$ cat src/rtl/exu_mdu.sv
// exu_mdu: iterative RV M-extension multiply/divide unit, one bit per cycle, registered result.
// Define EXU_MDU_FAST_SPECIAL_EN to retire div-by-zero, signed overflow and zero-operand multiplies in one cycle.
module exu_mdu #(
  parameter int XLEN  = 32,
  parameter int TAG_W = 5
) (
  input  logic             clk_i,
  input  logic             rst_n_i,
  input  logic             in_valid_i,
  output logic             in_ready_o,
  input  logic [2:0]       op_i,
  input  logic [XLEN-1:0]  src1_i,
  input  logic [XLEN-1:0]  src2_i,
  input  logic [TAG_W-1:0] tag_i,
  input  logic             flush_i,
  output logic             out_valid_o,
  input  logic             out_ready_i,
  output logic [XLEN-1:0]  res_o,
  output logic [TAG_W-1:0] tag_o
);
  localparam int CW = $clog2(XLEN);
  localparam logic [XLEN-1:0] MIN = {1'b1, {(XLEN-1){1'b0}}};
`ifdef EXU_MDU_FAST_SPECIAL_EN
  localparam bit FAST = 1'b1;
`else
  localparam bit FAST = 1'b0;
`endif
  typedef enum logic [1:0] {IDLE, BUSY, DONE} state_t;
  state_t state_q, state_d;
  logic [CW-1:0] cnt_q;
  logic [2:0] op_q;
  logic [TAG_W-1:0] tag_q;
  logic neg_q, spc_q;
  logic [XLEN-1:0] b_q;
  logic [2*XLEN-1:0] acc_q, acc_nx, sgn_acc;
  logic accept, last, s1, s2, neg1, neg2, z1, z2, ovf, fast;
  logic [XLEN-1:0] abs1, abs2, spc_res, div_v, fin;
  logic [XLEN:0] mul_sum, div_up, div_diff;
  assign in_ready_o = state_q == IDLE || (state_q == DONE && out_ready_i);
  assign out_valid_o = state_q == DONE;
  assign accept = in_valid_i & in_ready_o & ~flush_i;
  assign last = cnt_q == CW'(XLEN - 1);
  always_comb begin
    s1 = op_i[2] ? ~op_i[0] : ~(op_i[1] & op_i[0]);
    s2 = op_i[2] ? ~op_i[0] : ~op_i[1];
    neg1 = s1 & src1_i[XLEN-1];
    neg2 = s2 & src2_i[XLEN-1];
    abs1 = neg1 ? -src1_i : src1_i;
    abs2 = neg2 ? -src2_i : src2_i;
    z1 = src1_i == '0;
    z2 = src2_i == '0;
    ovf = ~op_i[0] & (src1_i == MIN) & (&src2_i);
    fast = FAST & (op_i[2] ? (z2 | ovf) : (z1 | z2));
    spc_res = ~op_i[2] ? '0 : op_i[1] ? (z2 ? src1_i : '0) : (z2 ? '1 : MIN);
  end
  // acc holds {hi, multiplier} for multiply and {remainder, quotient} for divide
  always_comb begin
    mul_sum = {1'b0, acc_q[2*XLEN-1:XLEN]} + (acc_q[0] ? {1'b0, b_q} : '0);
    div_up = acc_q[2*XLEN-1:XLEN-1];
    div_diff = div_up - {1'b0, b_q};
    acc_nx = ~op_q[2] ? {mul_sum, acc_q[XLEN-1:1]} :
             div_diff[XLEN] ? {div_up[XLEN-1:0], acc_q[XLEN-2:0], 1'b0} :
                              {div_diff[XLEN-1:0], acc_q[XLEN-2:0], 1'b1};
    sgn_acc = neg_q ? -acc_nx : acc_nx;
    div_v = op_q[1] ? acc_nx[2*XLEN-1:XLEN] : acc_nx[XLEN-1:0];
    fin = op_q[2] ? (neg_q ? -div_v : div_v) :
          op_q[1:0] == 2'b00 ? sgn_acc[XLEN-1:0] : sgn_acc[2*XLEN-1:XLEN];
  end
  always_comb begin
    state_d = state_q;
    if (flush_i) state_d = IDLE;
    else if (accept) state_d = BUSY;
    else if (state_q == BUSY && last) state_d = DONE;
    else if (state_q == DONE && out_ready_i) state_d = IDLE;
  end
  // special cases park their result at accept and run a single dummy iteration
  always_ff @(posedge clk_i or negedge rst_n_i) begin
    if (!rst_n_i) begin
      state_q <= IDLE;
      cnt_q <= '0;
      op_q <= '0;
      tag_q <= '0;
      neg_q <= 1'b0;
      spc_q <= 1'b0;
      b_q <= '0;
      acc_q <= '0;
      res_o <= '0;
      tag_o <= '0;
    end else begin
      state_q <= state_d;
      if (accept) begin
        op_q <= op_i;
        tag_q <= tag_i;
        spc_q <= fast;
        cnt_q <= fast ? CW'(XLEN - 1) : '0;
        neg_q <= op_i[2] ? (op_i[1] ? neg1 : ((neg1 ^ neg2) & ~z2)) : (neg1 ^ neg2);
        b_q <= op_i[2] ? abs2 : abs1;
        acc_q <= {{XLEN{1'b0}}, op_i[2] ? abs1 : abs2};
        if (fast) begin
          res_o <= spc_res;
          tag_o <= tag_i;
        end
      end else if (state_q == BUSY && !flush_i) begin
        acc_q <= acc_nx;
        cnt_q <= cnt_q + CW'(1);
        if (last && !spc_q) begin
          res_o <= fin;
          tag_o <= tag_q;
        end
      end
    end
  end
endmodule

$ cat config.mk
export PLATFORM = sky130hd
export DESIGN_NAME = exu_mdu
export DESIGN_NICKNAME = d
export VERILOG_FILES = /design/src/rtl/exu_mdu.sv
export SDC_FILE = /design/constraint.sdc
export NUM_CORES = 1
export LEC_CHECK = 0
export ABC_AREA = 1
export BUFFER_PORTS_ARGS = -buffer_cell sky130_fd_sc_hd__buf_2
export CAP_MARGIN = 30
export CORE_MARGIN = 8
export CORE_UTILIZATION = 35
export DETAILED_ROUTE_END_ITERATION = 8
export PLACE_DENSITY = 0.62
export SETUP_SLACK_MARGIN = 0.15
export SLEW_MARGIN = 20
export SYNTH_ARGS = -nofsm -noshare
export SYNTH_HDL_FRONTEND = slang
export SYNTH_SLANG_ARGS = --single-unit
$ cat constraint.sdc
create_clock -name clk_i -period 5.3 [get_ports clk_i]
set_input_delay 0.53 -clock clk_i [delete_from_list [all_inputs] [get_ports clk_i]]
set_output_delay 0.53 -clock clk_i [all_outputs]
set_load 0.02 [all_outputs]
==> flow_summary.ini <==
[clocking]
tritoncts = built
clock-sinks = 149
htreeDepth = 4
cts_buffer_depth = 2
clkTransAtPathRegs_ps = 70
postCtsHoldBufs = 0
cts_made_buffers = 17
root_buffer = clkbuf_16
clk_latency_ps = 480

[critical_path]
timing.rr.start = acc_q[31]
slowest_delay_ps = 390
critPathRequiredTime_ps = 5660
worstPathArrival_ps = 5110
end_kind = flop
critPathLaunchType = flop
critical_path_peak_fanout = 7
reg2reg_depth = 36
cp_slowest_cell = dfrtp_1
critPathCapture = res_o[12]
reg2reg_slack_ps = 550
cp-startpoint = acc_q[31]
path_common_cell = nand2_1
worstReg2RegEnd = res_o[12]
path_class = flop to flop

[layout]
area_growth_pct = 10.72
multi_input_area_um2 = 12500
drive_gt1_share_pct = 10.21
num-fill-cells = 5869
seqCellArea_um2 = 3735
nets = 3427
antenna_cells = 0

[placement]
place_congestion = 1.066
post-place-ws_ps = 557.3
dp_hpwl_mm = 67.13
port_buffers = 115

[detailed_routing]
vias = 21580
first_pass_iters = 8
drcViolationCount = 0
wirelength_mm = 83.38
drtIter0Drc = 2648
viasPerCell = 5.424
wl_per_cell_um = 20.96
antenna_left = 0

[sta]
fin_crit_ps = 4747
tightestPinTransition_ps = 957.0
tns_ps = 0
maxSlewViolCount = 0
min_period_over_period_pct = 89.56
slew_headroom_pct = 35.53
worst_slack_ps = 553.2
report.final.hold_viol_count = 0
rsz0062_at_grt = false
fin_skew_ps = 14.49
finalSetupViolCount = 0
hold_slack_ps = 85.79
max_freq_mhz = 210.7

[logic_synthesis]
syn-instance-count = 3195
synthMuxAreaShare_pct = 0
synth_xor_area_share_pct = 5.260
yosys.cell_types.count = 63
syn-cell-area_um2 = 18480
synth_seq_cells = 149
synth-seq-area-share_pct = 20.17
yosys.area_share.simple_pct = 41.46
synth_area_per_cell_um2 = 5.785
synth_area_leader_cell = nand2_1
async_reset_ff_share_pct = 100.0
synth_fa_ha_area_share_pct = 4.955
synth.top_cell.area_share_pct = 21.91
synth_edf_count = 0
synth_area_leaders = nand2_1 (22%), dfrtp_1 (20%), inv_1 (9.4%)
synth_top_family_by_area = simple AND/OR/NAND/NOR gates
yosysWarnings = 0
syn-num-nets = 3344
synth-compound-area-share_pct = 15.64
synthFlopType = dfrtp_1

[min_path]
hp-class = input pin to asynchronous set/reset pin

[power_and_ir_drop]
p_per_area_nw_per_um2 = 634.6
leakagePower_uw = 0.01096
ir_drop_v = 0.0003876

[global_routing]
grt_pass1_wl_mm = 124.7
grt-ovfl-total = 0
antenna_found_initial = 2
grt_pass1_vias = 20400
grt_max_degree = 80
grt_usage_pct = 27.11

[flow_run]
cap_violations = 0

[status]
status = completed

[floorplan]
initial_core_util_pct = 35.31
fp.dieH_um = 245.8
io_pins = 116
die_x_um = 245.8
die_area_um2 = 60420
coreArea_um2 = 52340
row_count = 84
Yosys cell counts (3+ instances only):
cell type	count
buf_1	6
nand2_1	1079
o211ai_1	24
o21ai_1	12
a22o_1	3
and2_1	4
nor2_2	14
buf_6	7
o221ai_1	14
buf_4	3
or2_2	10
a21boi_0	5
ha_1	70
nor4_1	4
nor2_4	9
a22oi_1	21
a221oi_1	4
o21ai_0	157
inv_2	8
a21oi_4	3
nand2_2	34
xnor2_1	35
nand3b_1	18
o21ai_2	14
buf_2	22
o21bai_1	12
dfrtp_1	149
xor2_1	76
o22ai_1	26
nor2_1	297
inv_1	465
a21oi_1	156
nand3_2	16
o31ai_1	4
nand4_1	24
nand2_4	7
clkinv_1	7
o21a_1	7
a21o_1	3
nor3_1	39
a31oi_1	9
clkbuf_1	64
nand3_1	228
through the flow:
stage / area [um2] / util, % / total power [uW] / std cells
2_1_floorplan: 18480 / - / 8337 / 3195
3_3_place_gp: 19810 / 37.85 / 11410 / 3943
3_5_place_dp: 19840 / 37.90 / 11400 / 3944
4_1_cts: 20410 / 38.99 / 12690 / 3976
5_1_grt: 20460 / 39.10 / 13970 / 3979
6_report: 20460 / 39.10 / 12990 / 3979
worst min path at each step:
stage	start	to	slack [ps]
2_1_floorplan	rst_n_i	acc_q[0]	230
3_3_place_gp	tag_o[3]	tag_o[3]	450
3_5_place_dp	tag_o[3]	tag_o[3]	460
4_1_cts	rst_n_i	res_o[29]	140
5_1_grt	rst_n_i	res_o[19]	180
6_report	rst_n_i	res_o[29]	90
layer usage:
| layer | track usage (%) | wire length (um) | vias up |
|---|---|---|---|
| met2 | 41.11 | 35710 | 1129 |
| met5 | 0 | 13 | - |
| li1 | - | - | 10350 |
| met4 | 15.33 | 5143 | 2 |
| met3 | 5.506 | 7910 | 222 |
| met1 | 35.58 | 34600 | 9881 |
kinds of logic after synthesis:
family,count (synthesis)
flops,149
buf+inv,584
compound gates,487
simple gates,1792
fa+ha+maj,72
xor+xnor,111
cells in the final DEF (no fill, tap or decap), types with 52 or more instances in the layout:
master,count
buf_4,52
nand2_1,1078
nor2_1,294
inv_1,464
nand3_1,227
xor2_1,76
a21oi_1,155
dfrtp_1,146
ha_1,70
o21ai_0,157
buf_2,114
registers in the layout, summed over array words and instances, names as in the netlist:
signal   count
acc_q       64
b_q         32
cnt_q        5
neg_q        1
op_q         3
res_o       32
state_q      2
tag_o        5
tag_q        5
worst max-delay path, delay by kind of cell, from the launching register on:
| kind | cells | cell delay [ps] |
|---|---|---|
| buffers and inverters | 4 | 340 |
| XOR/XNOR | 1 | 140 |
| AO/OA/AOI/OAI | 2 | 230 |
| adder cells (fa/ha/maj) | 3 | 720 |
| flip-flops | 1 | 390 |
| AND/OR/NAND/NOR | 26 | 2810 |
timing repair:
action	CTS	global route
resized for setup	0	7
endpoints found under the setup margin	0	15
buffers inserted	0	3
area by class of cell:
type	count	area share, %
Inverter	480	8.805
Multi-Input combinational cell	2462	61.08
Timing Repair Buffer	168	4.885
Clock inverter	15	0.6909
Tap cell	688	4.207
Sequential cell	149	18.25
Clock buffer	17	2.079
report_power, final:
part | total (uW) | internal (uW) | switching [uW]
combinational | 9940 | 2830 | 7120
clock | 1260 | 657 | 605
sequential | 1780 | 1410 | 370
total | 13000 | 4890 | 8090
No activity file was read; power rests on OpenSTA's default activity.
